===== config.mk =====
export PLATFORM = sky130hd
export DESIGN_NAME = seq_divider
export DESIGN_NICKNAME = d
export VERILOG_FILES = /design/src/rtl/seq_divider.sv
export SDC_FILE = /design/constraint.sdc
export NUM_CORES = 1
export LEC_CHECK = 0
export BUFFER_PORTS_ARGS = -buffer_cell sky130_fd_sc_hd__buf_2
export CAP_MARGIN = 30
export CORE_MARGIN = 5
export CORE_UTILIZATION = 50
export DETAILED_ROUTE_END_ITERATION = 12
export PLACE_DENSITY = 0.75
export SLEW_MARGIN = 0
export SYNTH_ARGS = -nofsm -noshare
export SYNTH_HDL_FRONTEND = slang
export SYNTH_SLANG_ARGS = --single-unit

===== constraint.sdc =====
create_clock -name clk -period 3.6 [get_ports clk]
set_input_delay 0.72 -clock clk [delete_from_list [all_inputs] [get_ports clk]]
set_output_delay 0.72 -clock clk [all_outputs]
set_load 0.01 [all_outputs]

===== src/rtl/seq_divider.sv =====
// seq_divider -- multi-cycle restoring divider for the DIV instruction.
//
// One trial subtraction per clock. A start pulse while idle captures the
// operands. Quotient and remainder appear on registered outputs together
// with a one-cycle done pulse. Divide-by-zero takes a short path: it skips
// the iterations and returns all-ones and the original dividend.
//
// Optional feature macro: SEQ_DIVIDER_SIGNED_EN
//   defined   : two's complement operands (magnitude divide + sign fix-up)
//   undefined : unsigned operands (the fix-up cycle passes results through)
//
// Ports:
//   clk          in   clock, rising edge
//   rst_n        in   asynchronous active-low reset
//   start        in   request; sampled only while busy = 0
//   dividend     in   [WIDTH-1:0] numerator, captured on the accepting edge
//   divisor      in   [WIDTH-1:0] denominator, captured on the accepting edge
//   busy         out  operation in flight
//   done         out  one-cycle pulse; results valid from this cycle on
//   quotient     out  [WIDTH-1:0] held until the next done
//   remainder    out  [WIDTH-1:0] held until the next done
//   div_by_zero  out  captured divisor was zero; held with the results
module seq_divider #(
  parameter int WIDTH = 32
) (
  input  logic             clk,
  input  logic             rst_n,
  input  logic             start,
  input  logic [WIDTH-1:0] dividend,
  input  logic [WIDTH-1:0] divisor,
  output logic             busy,
  output logic             done,
  output logic [WIDTH-1:0] quotient,
  output logic [WIDTH-1:0] remainder,
  output logic             div_by_zero
);

  localparam int CW = $clog2(WIDTH + 1);
  localparam logic [CW-1:0] CNT_ONE   = CW'(1);
  localparam logic [CW-1:0] CNT_LOAD  = CW'(WIDTH);
  localparam logic [WIDTH:0] TRIAL_ONE = (WIDTH + 1)'(1);

  typedef enum logic [1:0] {IDLE, CALC, FIX} state_t;

  state_t           state_reg, state_next;
  logic [CW-1:0]    cnt_reg, cnt_next;
  logic [WIDTH-1:0] rem_reg, rem_next;
  logic [WIDTH-1:0] q_reg, q_next;
  logic [WIDTH-1:0] dvs_reg, dvs_next;   // divisor magnitude
  logic [WIDTH-1:0] dvd_reg, dvd_next;   // original dividend, for divide-by-zero
  logic             dbz_reg, dbz_next;
  logic             busy_next, done_next, div_by_zero_next;
  logic [WIDTH-1:0] quotient_next, remainder_next;

  logic [WIDTH-1:0] dividend_mag, divisor_mag;
  logic [WIDTH:0]   shifted, trial;

`ifdef SEQ_DIVIDER_SIGNED_EN
  logic neg_q_reg, neg_q_next, neg_r_reg, neg_r_next;
  // The most negative value maps onto itself, which is already its correct
  // unsigned magnitude.
  assign dividend_mag = dividend[WIDTH-1] ? -dividend : dividend;
  assign divisor_mag  = divisor[WIDTH-1]  ? -divisor  : divisor;
`else
  assign dividend_mag = dividend;
  assign divisor_mag  = divisor;
`endif

  // The remainder stays below the divisor, so the shifted remainder needs one
  // extra bit. The (WIDTH+1)-bit difference then never overflows, which lets
  // its top bit serve as the borrow.
  assign shifted = {rem_reg, q_reg[WIDTH-1]};
  assign trial   = shifted + ~{1'b0, dvs_reg} + TRIAL_ONE;

  always_comb begin
    state_next       = state_reg;
    cnt_next         = cnt_reg;
    rem_next         = rem_reg;
    q_next           = q_reg;
    dvs_next         = dvs_reg;
    dvd_next         = dvd_reg;
    dbz_next         = dbz_reg;
    busy_next        = busy;
    done_next        = 1'b0;
    div_by_zero_next = div_by_zero;
    quotient_next    = quotient;
    remainder_next   = remainder;
`ifdef SEQ_DIVIDER_SIGNED_EN
    neg_q_next       = neg_q_reg;
    neg_r_next       = neg_r_reg;
`endif
    case (state_reg)
      IDLE: begin
        if (start) begin
          dvd_next         = dividend;
          dvs_next         = divisor_mag;
          rem_next         = '0;
          q_next           = dividend_mag;
          cnt_next         = CNT_LOAD;
          dbz_next         = (divisor == '0);
          busy_next        = 1'b1;
          div_by_zero_next = 1'b0;
`ifdef SEQ_DIVIDER_SIGNED_EN
          neg_q_next       = dividend[WIDTH-1] ^ divisor[WIDTH-1];
          neg_r_next       = dividend[WIDTH-1];
`endif
          state_next       = (divisor == '0) ? FIX : CALC;
        end
      end
      CALC: begin
        // A borrow means the trial failed: keep the shifted remainder.
        q_next   = {q_reg[WIDTH-2:0], ~trial[WIDTH]};
        rem_next = trial[WIDTH] ? shifted[WIDTH-1:0] : trial[WIDTH-1:0];
        cnt_next = cnt_reg - CNT_ONE;
        if (cnt_reg == CNT_ONE) begin
          state_next = FIX;
        end
      end
      FIX: begin
        if (dbz_reg) begin
          quotient_next  = '1;
          remainder_next = dvd_reg;
        end else begin
`ifdef SEQ_DIVIDER_SIGNED_EN
          quotient_next  = neg_q_reg ? -q_reg : q_reg;
          remainder_next = neg_r_reg ? -rem_reg : rem_reg;
`else
          quotient_next  = q_reg;
          remainder_next = rem_reg;
`endif
        end
        div_by_zero_next = dbz_reg;
        done_next        = 1'b1;
        busy_next        = 1'b0;
        state_next       = IDLE;
      end
      default: state_next = IDLE;
    endcase
  end

  always_ff @(posedge clk or negedge rst_n) begin
    if (!rst_n) begin
      state_reg   <= IDLE;
      cnt_reg     <= '0;
      rem_reg     <= '0;
      q_reg       <= '0;
      dvs_reg     <= '0;
      dvd_reg     <= '0;
      dbz_reg     <= 1'b0;
      busy        <= 1'b0;
      done        <= 1'b0;
      div_by_zero <= 1'b0;
      quotient    <= '0;
      remainder   <= '0;
`ifdef SEQ_DIVIDER_SIGNED_EN
      neg_q_reg   <= 1'b0;
      neg_r_reg   <= 1'b0;
`endif
    end else begin
      state_reg   <= state_next;
      cnt_reg     <= cnt_next;
      rem_reg     <= rem_next;
      q_reg       <= q_next;
      dvs_reg     <= dvs_next;
      dvd_reg     <= dvd_next;
      dbz_reg     <= dbz_next;
      busy        <= busy_next;
      done        <= done_next;
      div_by_zero <= div_by_zero_next;
      quotient    <= quotient_next;
      remainder   <= remainder_next;
`ifdef SEQ_DIVIDER_SIGNED_EN
      neg_q_reg   <= neg_q_next;
      neg_r_reg   <= neg_r_next;
`endif
    end
  end

endmodule


==> key figures, run 1 <==
Run status
  • Status: complete, no violations

Critical path
  • Classification of the worst setup path: flop to flop
  • Required time of the critical path: 4.01 ns
  • Worst Reg2Reg Path Length in Cells: 10
  • Worst reg-to-reg setup slack: 0.27 ns
  • Largest fanout on the critical path: 4
  • Worst Setup End Kind: flop
  • Crit Reg-Reg Startpoint: rem_reg[2]
  • Data arrival time of the critical path: 3.74 ns
  • Type of origin of the critical path: flop
  • Endpoint of the worst register-to-register path: rem_reg[31]
  • Setup crit start: rem_reg[2]

Clocking
  • Clk buf depth: 3
  • CTS tree: built
  • # H-tree levels: 1
  • Clock transition at the registers of the reported paths: 0.06 ns
  • Clock root cell: sky130_fd_sc_hd__clkbuf_16
  • Inserted Clock Buffers: 23
  • Number of clock sinks: 204
  • Later-pin clock latency in the skew report: 0.52 ns
  • Number of hold buffers added after CTS: 0

Worst hold path
  • Kind of path behind the tightest hold check: input pin to async pin

STA
  • Number of failing hold endpoints at the final stage: 0
  • Fin Setup TNS: 0 ns
  • Unrepaired setup endpoints after global routing: false
  • Slew at the pin closest to its max-slew limit: 0.8578 ns
  • Final cycle utilization of the critical path: 92.49%
  • Layout Skew: 0.02161 ns
  • Final Critical Period: 3.330 ns
  • Tightest slew margin relative to the limit: 42.55%
  • Final Slew Violations: 0
  • Max frequency: 300.3 MHz
  • PnR worst setup slack: 0.2703 ns
  • Final number of setup-violating endpoints: 0

Flow run
  • Number of maximum-capacitance violations: 0

Placed design
  • Total of buffers placed on input and output ports: 133
  • Final estimated routing congestion in global placement: 0.9109
  • Total half-perimeter wirelength after legalization and detailed placement: 19390 µm
  • Post-Place Worst Slack: 0.2168 ns

Yosys
  • Most common library cells after synthesis: sky130_fd_sc_hd__nand2_1 (282), sky130_fd_sc_hd__dfrtp_1 (204), sky130_fd_sc_hd__o21ai_0 (164)
  • Synth unique cells: 60
  • Area share of the leading cell type in the synthesized netlist: 48.53%
  • Top cells by area in the synthesized netlist: sky130_fd_sc_hd__dfrtp_1 (49%), sky130_fd_sc_hd__nand2_1 (10%), sky130_fd_sc_hd__o21ai_0 (7.8%)
  • Count of flip-flops with a built-in enable after synthesis: 0
  • Cell area after synthesis: 10520 µm²
  • Post-synthesis register bit count: 204
  • Fraction of registers with async set or reset after synthesis: 100.0%
  • Share of synthesized area occupied by flip-flops and latches: 48.53%
  • Gate count of the mapped netlist: 1160
  • Total number of yosys warnings: 0
  • Leading register cell type out of synthesis: sky130_fd_sc_hd__dfrtp_1
  • Synthesized area divided by synthesized cell count: 9.068 µm²
  • Total nets after synthesis: 1262
  • Cell with the most instances after synthesis: sky130_fd_sc_hd__nand2_1
  • Dominant cell type by area after synthesis: sky130_fd_sc_hd__dfrtp_1

Final layout
  • NumNets Final: 1369
  • Fraction of layout instances using a drive strength above 1: 16.36%
  • Area delta synth->final: 16.69%
  • Number of inserted diodes: 0

Drt
  • Remaining antenna violation count after routing: 0
  • Per-cell routed wire length: 17.63 µm
  • Iter 0 DRT Violations: 632
  • Final wirelength: 27480 µm
  • Routed vias: 8825
  • DRT Pass-1 Iters: 5
  • Post-route DRC: 0
  • Mean number of vias per cell: 5.661

Floorplan
  • Number of I/O pins: 134
  • Die area: 24040 µm²
  • Die width: 155.0 µm
  • Die H: 155.0 µm
  • Initial standard-cell utilization of the core: 50.36%
  • Number of rows created at floorplan: 53
  • Core area: 20890 µm²

Power and ir drop
  • Leak Pwr: 0.006034 µW
  • Total power per unit cell area: 1098 nW/µm²
  • Worst supply voltage drop on vdd: 463.9 µV

Global route
  • Number of antenna violations at the first check in global routing: 0
  • Remaining Overflow, GRT: 0
  • Number of global-route vias before repair: 8872
  • Largest net degree at the start of global routing: 94
  • Wire length of the first global-routing pass: 45600 µm
  • Aggregate global-route resource usage: 22.90%
[layer usage]
metal / vias to the layer above / GRT usage (%) / wire length (µm)
li1: 4212 / - / -
met1: 4236 / 32.33 / 12000
met2: 307 / 36.12 / 12750
met3: 70 / 3.922 / 1840
met4: 0 / 7.527 / 894
met5: - / 0 / 0
[critical path, cell delays in order, from the launching register on]
cell                        delay (ns)
sky130_fd_sc_hd__dfrtp_1          0.42
sky130_fd_sc_hd__ha_1             0.36
sky130_fd_sc_hd__and2_1           0.21
sky130_fd_sc_hd__a221oi_2         0.32
sky130_fd_sc_hd__a211oi_1         0.14
sky130_fd_sc_hd__o21bai_1         0.21
sky130_fd_sc_hd__a41oi_1          0.52
sky130_fd_sc_hd__o21ai_2          0.17
sky130_fd_sc_hd__a2111oi_0        0.51
sky130_fd_sc_hd__a311oi_1         0.14
sky130_fd_sc_hd__o31ai_1          0.23
[stage by stage]
stage | util, % | hold WS [ns] | instances | power, µW | instance area, µm²
after floorplan | - | 0.4244 | 1160 | 8930 | 10520
final | 58.76 | 0.2794 | 1559 | 13480 | 12270
after global placement | 54.71 | 0.4456 | 1513 | 10550 | 11430
after global routing | 58.76 | 0.3373 | 1559 | 14540 | 12270
after detailed placement | 54.71 | 0.4502 | 1513 | 10760 | 11430
after CTS | 58.44 | 0.2982 | 1555 | 13230 | 12210
[cell usage in the layout, fill, tap and decap left out, types with 24 or more instances in the layout]
| master | instances |
|---|---|
| sky130_fd_sc_hd__nand2_1 | 282 |
| sky130_fd_sc_hd__dfrtp_1 | 203 |
| sky130_fd_sc_hd__o21ai_0 | 164 |
| sky130_fd_sc_hd__buf_2 | 132 |
| sky130_fd_sc_hd__a21oi_1 | 60 |
| sky130_fd_sc_hd__mux2i_1 | 57 |
| sky130_fd_sc_hd__inv_1 | 43 |
| sky130_fd_sc_hd__nor2b_1 | 36 |
| sky130_fd_sc_hd__ha_1 | 34 |
| sky130_fd_sc_hd__a22oi_1 | 31 |
| sky130_fd_sc_hd__clkbuf_16 | 24 |
[worst max path at each step]
stage	endpoint	cells after the start
after floorplan	rem_reg[2]	14
after global placement	rem_reg[0]	13
after detailed placement	rem_reg[0]	13
after CTS	rem_reg[0]	13
after global routing	rem_reg[18]	14
final	rem_reg[31]	10
[report_power, final]
part	total (µW)	internal (µW)	switching [µW]
combinational	6840	3050	3790
clock	2420	1470	955
sequential	4220	3370	845
[cell families (layout without fill, tap and decap cells)]
group,after synthesis,in the layout,share of synthesized area (%)
compound gates,325,325,18.38
xor+xnor,29,29,2.772
mux,58,58,5.531
buf+inv,118,242,4.472
flops,204,204,48.53
fa+ha+maj,35,35,4.235
simple gates,391,391,16.08
[what timing repair did]
action | 4_1_cts | 5_1_grt
resized for setup | 0 | 2
setup buffers | 0 | 3
endpoints found under the setup margin | 0 | 24
[area by class of cell]
cell class | instances | area, µm²
Multi-Input combinational cell | 838 | 4975
Inverter | 43 | 161.4
Timing Repair Buffer | 157 | 909.6
Clock buffer | 33 | 643.1
Sequential cell | 204 | 5106
Tap cell | 275 | 344.1
Clock inverter | 9 | 135.1
Fill cell | 1807 | 8615
No activity file was read; power rests on OpenSTA's default activity.
==> inputs of run 2 (changes only) <==
RECOVER_POWER = 25   (was default)
==> key figures, run 2 (same netlist as run 1, synthesis figures left out) <==
Run status
  • Status: finished with violations
  • Violated checks: max-capacitance violations, max-slew violations

Floorplan
  • Number of I/O pins: 134
  • Die H: 155.0 µm
  • Die width: 155.0 µm
  • Core area: 20890 µm²
  • Initial standard-cell utilization of the core: 50.36%
  • Die area: 24040 µm²
  • Number of rows created at floorplan: 53

Placed design
  • Post-Place Cell Area: 11430 µm²
  • Total half-perimeter wirelength after legalization and detailed placement: 19390 µm
  • Cell Count Post-Placement: 1513
  • Total of buffers placed on input and output ports: 133
  • Final estimated routing congestion in global placement: 0.9109

Critical path
  • Biggest cell delay along the critical path: 0.52 ns
  • Cells along the critical path: ha_1, and2_1, a221oi_2, a211oi_1, o21bai_1, a41oi_1, o21ai_2, a2111oi_0, a311oi_1, o31ai_1
  • Largest fanout on the critical path: 4
  • Data arrival time of the critical path: 3.74 ns
  • Worst Setup End Kind: flop
  • Classification of the worst setup path: flop to flop
  • Required time of the critical path: 4.01 ns
  • Type of origin of the critical path: flop
  • Cell with the biggest individual delay on the critical path: sky130_fd_sc_hd__a41oi_1

STA
  • Worst-case hold slack: 0.4117 ns
  • Layout Skew: 0.02176 ns
  • Number of failing hold endpoints at the final stage: 0
  • Final Critical Period: 3.332 ns
  • Slew at the pin closest to its max-slew limit: 2.399 ns
  • Fin Setup TNS: 0 ns
  • Max frequency: 300.1 MHz
  • Unrepaired setup endpoints after global routing: false
  • Tightest slew margin relative to the limit: -59.93%
  • Final cycle utilization of the critical path: 92.55%
  • Final Slew Violations: 94
  • Final number of setup-violating endpoints: 0

Worst hold path
  • Kind of path behind the tightest hold check: input pin to flop

Clocking
  • # H-tree levels: 1
  • Inserted Clock Buffers: 23
  • Later-pin clock latency in the skew report: 0.52 ns
  • Number of hold buffers added after CTS: 0
  • Clock transition at the registers of the reported paths: 0.06 ns
  • Number of clock sinks: 204
  • Clock root cell: sky130_fd_sc_hd__clkbuf_16
  • Clk buf depth: 3
  • CTS tree: built

Final layout
  • Most common cell after layout, fill and taps aside: sky130_fd_sc_hd__nand2_1
  • Area used by multi-input combinational logic: 4975 µm²
  • Number of inserted diodes: 0
  • Area taken by flip-flops and latches: 5106 µm²
  • Fraction of layout instances using a drive strength above 1: 16.28%
  • Area delta synth->final: 16.55%
  • Number of standard cells in the layout, taps in and fillers out: 1559
  • Finished layout cell area: 12260 µm²
  • Top library cells by usage in the layout, fill and taps aside: sky130_fd_sc_hd__nand2_1 (282), sky130_fd_sc_hd__dfrtp_1 (203), sky130_fd_sc_hd__o21ai_0 (164)
  • Fillcell total: 1807
  • NumNets Final: 1369

Global route
  • Aggregate global-route resource usage: 22.90%
  • Wire length of the first global-routing pass: 45600 µm
  • Remaining Overflow, GRT: 0
  • Largest net degree at the start of global routing: 94
  • Number of antenna violations at the first check in global routing: 0
  • Number of global-route vias before repair: 8872

Drt
  • Remaining antenna violation count after routing: 0
  • Final wirelength: 27500 µm
  • Post-route DRC: 0
  • Mean number of vias per cell: 5.651
  • DRT Pass-1 Iters: 5
  • Per-cell routed wire length: 17.64 µm
  • Iter 0 DRT Violations: 621
  • Routed vias: 8810

Flow run
  • Number of maximum-capacitance violations: 1

Power and ir drop
  • Worst supply voltage drop on vdd: 463.6 µV
  • Leak Pwr: 0.006027 µW
  • Total power per unit cell area: 1100 nW/µm²
-- run 2: cell count changes in the layout (fill, tap and decap cells not counted), sizes merged --
cell    delta
buf        -2
clkbuf     +2
-- run 2: area by class of cell --
cell class                      instances  area share (%)
Sequential cell                       204           41.65
Multi-Input combinational cell        838           40.58
Timing Repair Buffer                  157           7.297
Clock buffer                           33           5.246
Tap cell                              275           2.807
Inverter                               43           1.317
Clock inverter                          9           1.102
-- run 2: final timing paths --
path | slack [ns] | to | startpoint | cells past startpoint
setup / recovery | 0.27 | rem_reg[31] | rem_reg[2] | 10
hold reg to reg | 0.46 | quotient[14] | quotient[14] | 2
hold / removal | 0.41 | dvd_reg[6] | dividend[6] | 3
min in group asynchronous | 0.93 | dvs_reg[6] | rst_n | 1
max in group asynchronous | 0.82 | remainder[9] | rst_n | 2
setup reg to reg | 0.27 | rem_reg[31] | rem_reg[2] | 10
-- run 2: metal layers --
layer,GRT usage [%],up-vias,share of wire [%],wire (µm)
met5,0,-,0,0
met4,7.527,0,3.2,882
met3,3.922,66,6.6,1814
met2,36.12,303,46,12760
met1,32.33,4228,44,12040
li1,-,4213,-,-
-- run 2: critical path, delay by kind of cell, from the launching register on --
| family | cells | cell delay, ns |
|---|---|---|
| AND/OR/NAND/NOR | 1 | 0.21 |
| adder cells (fa/ha/maj) | 1 | 0.36 |
| flip-flops | 1 | 0.42 |
| AO/OA/AOI/OAI | 8 | 2.24 |
-- run 2: where the power goes --
part / internal, µW / switching, µW / total, µW / leakage [µW]
registers: 3380 / 845 / 4220 / 0.00262
clock network: 1470 / 956 / 2420 / 0.000385
logic: 3050 / 3790 / 6840 / 0.00302
total: 7890 / 5590 / 13500 / 0.00603
-- run 2: stage by stage --
step                      utilization (%)  total power [µW]  worst slack [ns]
after floorplan                         -              8930            0.4422
after global placement              54.71             10550            0.2819
after detailed placement            54.71             10760            0.2168
after CTS                           58.44             13230            0.1720
after global routing                58.69             14530           0.02681
final                               58.69             13480            0.2682
-- run 2: timing repair --
item	in CTS	in global routing
setup endpoints to repair	0	24
setup buffers	0	3
resized for setup	0	2
